--- src/rtl/hs32_exec_mem.sv ---
// hs32 execute-stage memory access engine: address generation, lane steering,
// load extension, misalignment/illegal checks and bus timeout over req/ack.
module hs32_exec_mem #(
    parameter int unsigned   AW    = 32,
    parameter int unsigned   DW    = 32,
    parameter int unsigned   TMO   = 15,
    parameter logic [AW-1:0] VBASE = '0
) (
    input  logic            clk,
    input  logic            reset,
    input  logic            start,
    output logic            accept,
    input  logic [1:0]      op,
    input  logic [1:0]      size,
    input  logic            sext,
    input  logic [AW-1:0]   base,
    input  logic [15:0]     offset,
    input  logic [DW-1:0]   wdata,
    output logic            busy,
    output logic            done,
    output logic [DW-1:0]   rdata,
    output logic            fault,
    output logic [1:0]      fcode,
    output logic [AW-1:0]   addr,
    output logic [DW-1:0]   dtw,
    output logic [DW/8-1:0] bmask,
    output logic            rw,
    output logic            reqm,
    input  logic            ackm,
    input  logic [DW-1:0]   dtr,
    input  logic            intrq,
    input  logic [AW-1:0]   addi
);
    localparam int unsigned LANES = DW / 8;
    localparam int unsigned LB    = $clog2(LANES);
    localparam int unsigned W16   = 15;
    localparam int unsigned W32   = (DW >= 32) ? 31 : DW - 1;

    typedef enum logic [1:0] {IDLE, BUS, FIN} state_t;

    state_t        state, state_n;
    logic [AW-1:0] ea, ea_n, ea_calc;
    logic          st, st_n, sx, sx_n;
    logic [1:0]    sz, sz_n, esz, fc_n;
    logic [DW-1:0] wd, wd_n, rd_n;
    logic [7:0]    cnt, cnt_n;
    logic [LB-1:0] lane;
    logic [DW-1:0] shr, ext;
    logic [LANES-1:0] bm;
    logic [2:0]    amask;
    logic          illegal, misal, sbit;
    int unsigned   nbits, nbytes, lanei;

    // Effective address, access checks and lane steering for the latched access
    always_comb begin
        ea_calc = base + AW'($signed(offset));
        esz     = (op == 2'b10) ? 2'b10 : size;
        illegal = (op == 2'b11) || (esz == 2'b11 && DW != 64) || (esz == 2'b10 && DW < 32);
        amask   = 3'((4'd1 << esz) - 4'd1);
        misal   = (ea_calc[2:0] & amask) != 3'b000;

        lane   = ea[LB-1:0];
        lanei  = 32'(lane);
        nbytes = 32'd1 << sz;
        nbits  = nbytes * 8;
        shr    = dtr >> {lane, 3'b000};
        unique case (sz)
            2'b00:   sbit = shr[7];
            2'b01:   sbit = shr[W16];
            2'b10:   sbit = shr[W32];
            default: sbit = shr[DW-1];
        endcase
        ext = '0;
        for (int unsigned i = 0; i < DW; i++)
            ext[i] = (i < nbits) ? shr[i] : (sx & sbit);
        bm = '0;
        for (int unsigned i = 0; i < LANES; i++)
            bm[i] = (i >= lanei) && (i < lanei + nbytes);
    end

    always_comb begin
        state_n = state;
        ea_n    = ea;
        st_n    = st;
        sz_n    = sz;
        sx_n    = sx;
        wd_n    = wd;
        cnt_n   = cnt;
        fc_n    = fcode;
        rd_n    = rdata;
        unique case (state)
            IDLE: begin
                cnt_n = '0;
                // A pending interrupt wins over start; start stays pending
                if (intrq) begin
                    ea_n    = VBASE + addi;
                    st_n    = 1'b0;
                    sz_n    = 2'b10;
                    sx_n    = 1'b0;
                    fc_n    = 2'b00;
                    state_n = BUS;
                end else if (start) begin
                    ea_n = ea_calc;
                    st_n = (op == 2'b01);
                    sz_n = esz;
                    sx_n = sext;
                    wd_n = wdata;
                    if (illegal) begin
                        fc_n    = 2'b11;
                        state_n = FIN;
                    end else if (misal) begin
                        fc_n    = 2'b01;
                        state_n = FIN;
                    end else begin
                        fc_n    = 2'b00;
                        state_n = BUS;
                    end
                end
            end
            BUS: begin
                if (ackm) begin
                    if (!st) rd_n = ext;
                    state_n = FIN;
                end else if (cnt + 8'd1 == 8'(TMO)) begin
                    fc_n    = 2'b10;
                    state_n = FIN;
                end else begin
                    cnt_n = cnt + 8'd1;
                end
            end
            FIN:     state_n = IDLE;
            default: state_n = IDLE;
        endcase
    end

    always_ff @(posedge clk) begin
        if (reset) begin
            state <= IDLE;
            ea    <= '0;
            st    <= 1'b0;
            sz    <= 2'b00;
            sx    <= 1'b0;
            wd    <= '0;
            cnt   <= '0;
            fcode <= 2'b00;
            rdata <= '0;
        end else begin
            state <= state_n;
            ea    <= ea_n;
            st    <= st_n;
            sz    <= sz_n;
            sx    <= sx_n;
            wd    <= wd_n;
            cnt   <= cnt_n;
            fcode <= fc_n;
            rdata <= rd_n;
        end
    end

    always_comb begin
        accept = (state == IDLE) & start & ~intrq;
        busy   = (state != IDLE);
        done   = (state == FIN);
        fault  = done & (fcode != 2'b00);
        reqm   = (state == BUS);
        rw     = reqm & st;
        addr   = reqm ? {ea[AW-1:LB], {LB{1'b0}}} : '0;
        bmask  = reqm ? bm : '0;
        dtw    = rw ? (wd << {lane, 3'b000}) : '0;
    end
endmodule

--- config.mk ---
export PLATFORM = sky130hd
export DESIGN_NAME = hs32_exec_mem
export DESIGN_NICKNAME = d
export VERILOG_FILES = /design/src/rtl/hs32_exec_mem.sv
export SDC_FILE = /design/constraint.sdc
export NUM_CORES = 1
export LEC_CHECK = 0
export ABC_AREA = 0
export BUFFER_PORTS_ARGS = -buffer_cell sky130_fd_sc_hd__buf_2
export CAP_MARGIN = 20
export CORE_ASPECT_RATIO = 0.9
export CORE_UTILIZATION = 51
export CTS_CLUSTER_SIZE = 16
export DETAILED_ROUTE_END_ITERATION = 7
export GPL_TIMING_DRIVEN = 0
export PLACE_DENSITY_LB_ADDON = 0.05
export SYNTH_ARGS = -nofsm -noshare
export SYNTH_HDL_FRONTEND = slang
export SYNTH_SLANG_ARGS = --single-unit
--- constraint.sdc ---
create_clock -name clk -period 3.3 [get_ports clk]
set_input_delay 0.66 -clock clk [delete_from_list [all_inputs] [get_ports clk]]
set_output_delay 0.66 -clock clk [all_outputs]
set_load 0.05 [all_outputs]
# Yosys cells after proc, flatten, opt, wreduce, memory -nomap -nowiden
# Index checks and enable logic that the tools add are counted.
[totals] out_inout_bits=108 wordCells=155 register_bits=112
[op_classes] n_bitwise=8 n_shift=4 n_lt_le_gt_ge=39 n_mux=61 n_addsub=4 n_reduce_logical=17 eq_ne=13
[ops] cell="less-than comparator 5 x 32 -> 1 bit, first input constant" n=16
[ops] cell="less-than comparator 4 x 32 -> 1 bit, first input constant" n=8
[ops] cell="less-than comparator 1 x 32 -> 1 bit, first input constant" n=4
[ops] cell="less-than comparator 2 x 32 -> 1 bit, first input constant" n=4
[ops] cell="less-than comparator 3 x 32 -> 1 bit, first input constant" n=4
[ops] cell="two-way mux 32 bit" n=4
[ops] cell="two-way mux 1 bit" n=37
[ops] cell="adder 2 x 32 -> 32 bit" n=1
[ops] cell="adder 32 bit" n=1
[ops] cell="<< shifter 1 x 2 -> 32 bit, first input constant" n=1
[ops] cell="<< shifter 32 x 5 -> 32 bit" n=1
[ops] cell="right shift 32 x 5 -> 32 bit" n=1
[ops] cell="two-way mux 2 bit" n=13
[ops] cell="two-way mux 8 bit" n=2
[ops] cell="case mux 8 bit (2 select lines)" n=1
[ops] cell="AND reduction 3 bit" n=3
[ops] cell="adder 8 x 1 -> 8 bit, second input constant" n=1
[ops] cell="equality test 2 bit, second input constant" n=4
[ops] cell="equality test 8 x 4 -> 1 bit, second input constant" n=1
[ops] cell="case mux 2 bit (2 select lines)" n=2
[ops] cell="nonzero test 2 bit" n=4
[ops] cell="equality test 2 x 1 -> 1 bit, second input constant" n=3
[ops] cell="AND 1 bit" n=5
[ops] cell="greater-or-equal comparator 1 x 2 -> 1 bit, first input constant" n=2
[ops] cell="17 further kinds" n=23

# Longest topological paths before layout
[depth] depth_word=11 depth_mapped=10 mapped_depth_nobuf=10

# Worst setup path after synthesis
# Ideal clock, no wire load.
[synth_path] path_type="register -> output" from="register ea[1]" to="output port bmask[2]" path_slack_ns=-0.477 path_stages_with_launch=7 t_arrival_ns=3.117 t_required_ns=2.640 n_path_buf=2 cell_sequence="dfxtp_1 clkbuf_1 clkinv_1 clkbuf_1 fa_1 mux2_2 a221oi_1"
[synth_via] elab_chain_cells=4 word_cells_on_any_way=5 classes_between="1 x add/sub; 2 x order compare; 1 x mux; 1 x reduce/logical"
[synth_lines] element="start: declaration" line="42" text="logic [AW-1:0] ea, ea_n, ea_calc;"
[synth_lines] element="start signal: assignment" line="149" text="ea <= ea_n;"
[synth_lines] element="adder 2 x 32 -> 32 bit" line="78" text="bm[i] = (i >= lanei) && (i < lanei + nbytes);"
[synth_lines] element="less-than comparator 2 x 32 -> 1 bit" line="78"
[synth_lines] element="logical AND 1 bit (*)" line="78"
[synth_lines] element="two-way mux 4 bit (*)" line="168" text="bmask = reqm ? bm : '0;"
[synth_lines] element="end: declaration" line="26" text="output logic [DW/8-1:0] bmask,"
# Every way passes the cells marked *; elsewhere a longest branch is shown, timed or not.

# Worst setup path after layout
[layout_path] from="register state[1]" to="output port accept"
[layout_via] elab_chain_cells=3
[layout_lines] element="start: declaration" line="41" text="state_t state, state_n;"
[layout_lines] element="start signal: assignment" line="148" text="state <= state_n;"
[layout_lines] element="zero test 2 bit" line="161" text="accept = (state == IDLE) & start & ~intrq;"
[layout_lines] element="AND 1 bit (2 in a row)" line="161"
[layout_lines] element="end: declaration" line="12" text="output logic accept,"
# No other way between the ends.

==> impl_metrics.env <==
export IMPL_hold_path_class="flip-flop to flip-flop"
export IMPL_antenna_found_initial=1
export IMPL_p_clk_frac=0.267
export IMPL_crit_path_max_fanout=10
export IMPL_grt_usage=0.3186
export IMPL_dr_pass1_iters=5
export IMPL_yosys_warnings=0
export IMPL_remaining_drc_errors=0
export IMPL_grt_first_pass_wirelength_um=38360
export IMPL_place_area_um2=9140
export IMPL_swShare=0.3794
export IMPL_syn_area_um2=7562
export IMPL_htree_levels=3
export IMPL_synth_cell_types=64
export IMPL_pwr_share_comb=0.361
export IMPL_top_usage_layer="met2"
export IMPL_cts_sinks=112
export IMPL_chipWidth_um=130.4
export IMPL_grt_use_met3=0.04091
export IMPL_dp_hpwl_um=19400
export IMPL_fin_crit_sh=0.9713
export IMPL_detail_route_antenna_nets=0
export IMPL_r2r_start="ea[0]"
export IMPL_endpoint_kind="primary output"
export IMPL_final_common_cell="buf_2"
export IMPL_clkLatencyLatePin_ns=0.36
export IMPL_ios=262
export IMPL_rsz0062_at_grt="no"
export IMPL_final_util=0.6662
export IMPL_worstPathArrival_ns=2.55
export IMPL_clockRootBuffer="clkbuf_16"
export IMPL_drt_iter0_drc=595
export IMPL_slew_viol_final=0
export IMPL_synthArstFlopShare=0
export IMPL_avgSynthCellArea_um2=7.429
export IMPL_cts_tree="yes"
export IMPL_setup_viol=0
export IMPL_p_leak_nw=4.236
export IMPL_wire_per_inst_um=16.65
export IMPL_coreArea_um2=14260
export IMPL_pwr_share_seq=0.372
export IMPL_drt_total_wl_um=24730
export IMPL_power_switching_mw=1.579
export IMPL_critPathKind="flip-flop to primary output"
export IMPL_r2r_cells=9
export IMPL_clk_pin_slew_ns=0.07
export IMPL_max_cap_viol_count=0
export IMPL_min_delay_start="wd[26]"
export IMPL_ys_flop_type="dfxtp_1"
export IMPL_powerDensity_nw_per_um2=438.0
export IMPL_synth_edf_count=0
export IMPL_cts_buffers=9
export IMPL_die_h_um=117.5
export IMPL_final_area_um2=9500
export IMPL_worstPathRequired_ns=2.64
export IMPL_use_met1=0.4225
export IMPL_post_drt_via_cell_ratio=5.669
export IMPL_hold_violations=0
export IMPL_max_freq_mhz=312.0
export IMPL_final_cells=1485
export IMPL_min_period_ns=3.205
export IMPL_fp_dieArea_um2=15320
export IMPL_critPathLaunchType="flip-flop"
export IMPL_worst_pin_slew_ns=0.7729
export IMPL_irDropWorstVdd_v=0.0002917
export IMPL_skew_ns=0.007900
export IMPL_syn_inst=1018
export IMPL_status="finished, final reports clean"
export IMPL_finalSetupTns_ns=0
export IMPL_reg2reg_slack_ns=0.87
export IMPL_grt_ovfl_total=0
export IMPL_nFillCells=1365
export IMPL_dpl_cell_count=1470
export IMPL_nNetsFinal=1478
export IMPL_dr_total_vias=8419
export IMPL_start_util=0.5303
export IMPL_timing_rr_end="rdata[27]"
export IMPL_drive_above_1_share=0.2525
export IMPL_place_congestion=0.9421
export IMPL_ys_seq_area_frac=0.2965
export IMPL_yosys_register_bits=112
export IMPL_hold_depth=2
export IMPL_portBuffers=258
export IMPL_grt_start_max_net_pins=19
export IMPL_holdPathEnd="wd[26]"
export IMPL_area_growth_pct=25.63
export IMPL_holdWs_ns=0.4529
export IMPL_cts_buffer_depth=2
export IMPL_grt_pass1_vias=7488
export IMPL_internal_power_mw=2.582
export IMPL_met2_usage=0.5392
export IMPL_max_slew_margin=0.4848
export IMPL_row_count=41
export IMPL_final_cell_mix="263 x buf_2, 152 x nand2_1, 114 x a21oi_1"
## layout make-up
class                      instances  area [um2]  area share
clock buffer                       9       225.2     0.02371
sequential                       112        2246      0.2364
inverter                          14       55.05    0.005795
buffer                            71       314.1     0.03306
timing repair buffer             259        1310      0.1379
tap                              193       241.5     0.02542
multi-input combinational        820        5036      0.5301
clock inverter                     6       70.07    0.007375
antenna                            1       2.502   0.0002634
## through the flow
step / setup WS, ns / total power, mW
CTS: 0.004745 / 4.143
finish: 0.09464 / 4.161
detailed placement: -0.3355 / 3.034
floorplan: -0.02722 / 2.602
global route: 0.001568 / 4.375
global placement: -0.2967 / 3.018
## kinds of logic (layout without fill, tap and decap cells)
family                   after synthesis  after routing  share of synthesized area
AND/OR/NAND/NOR                      403            403                     0.2477
buffers and inverters                 87            359                    0.04649
flip-flops                           112            112                     0.2965
adder cells (fa/ha/maj)               37             37                    0.06320
other                                  1              3                  0.0004959
AO/OA/AOI/OAI                        300            300                     0.2454
XOR/XNOR                              28             28                    0.03243
multiplexers                          50             50                    0.06784
## power groups by stage
stage	Sequential, mW	Clock [mW]	Combinational [mW]
floorplan	1.64	0	0.959
global placement	1.57	0	1.45
detailed placement	1.58	0	1.46
CTS	1.55	1.12	1.48
global route	1.56	1.18	1.64
finish	1.55	1.11	1.50
## flip-flops by register name, summed over array words and instances, names as in the netlist
name,flops
ea,32
rdata,32
wd,32
cnt,8
fcode,2
state,2
sz,2
st,1
sx,1
## critical path, stage by stage (launching register included)
cell      delay [ns]
dfxtp_1         0.31
buf_6           0.13
or2_4           0.24
or3_1           0.39
inv_1           0.12
clkbuf_1        0.60
buf_2           0.39
## Yosys cell counts, drive strengths merged (7+ instances only)
library cell,count,area (um2)
o21ai,48,240.2
a31oi,8,50.05
nand2,153,574.3
nor3,16,80.08
a21oi,115,579.3
ha,35,437.9
buf,18,91.33
a22oi,11,82.58
clkbuf,55,207.7
nor2b,17,106.4
and2,41,256.5
nand3b,13,97.59
a21o,11,82.58
o22ai,11,68.82
nand3,13,65.06
nor2,107,401.6
inv,13,48.79
and3,10,62.56
a211oi,50,380.4
o211ai,15,112.6
xnor2,7,61.31
xor2,21,183.9
mux2i,40,400.4
nand2b,9,56.30
o21a,7,52.55
dfxtp,112,2242
mux2,10,112.6
## worst max path at each step
stage	depth (start not counted)	end	slack (ns)	start
floorplan	6	bmask[2]	-0.03	ea[1]
global placement	8	bmask[2]	-0.30	ea[1]
detailed placement	8	bmask[2]	-0.34	ea[1]
CTS	8	bmask[1]	0.005	ea[1]
global route	9	bmask[1]	0.002	sz[0]
finish	6	accept	0.09	state[1]
## layer usage
| layer | up-vias | wire [um] |
|---|---|---|
| met2 | 363 | 11660 |
| li1 | 4144 | - |
| met4 | 0 | 464 |
| met5 | - | 0 |
| met3 | 39 | 1517 |
| met1 | 3873 | 11090 |
## repair_timing
item,4_1_cts,5_1_grt
buffers inserted,0,1
cloned,0,0
endpoints found under the setup margin,22,18
gates resized for setup,20,9
hold buffers,0,0
Note: power is estimated with default switching activity, not from simulation.
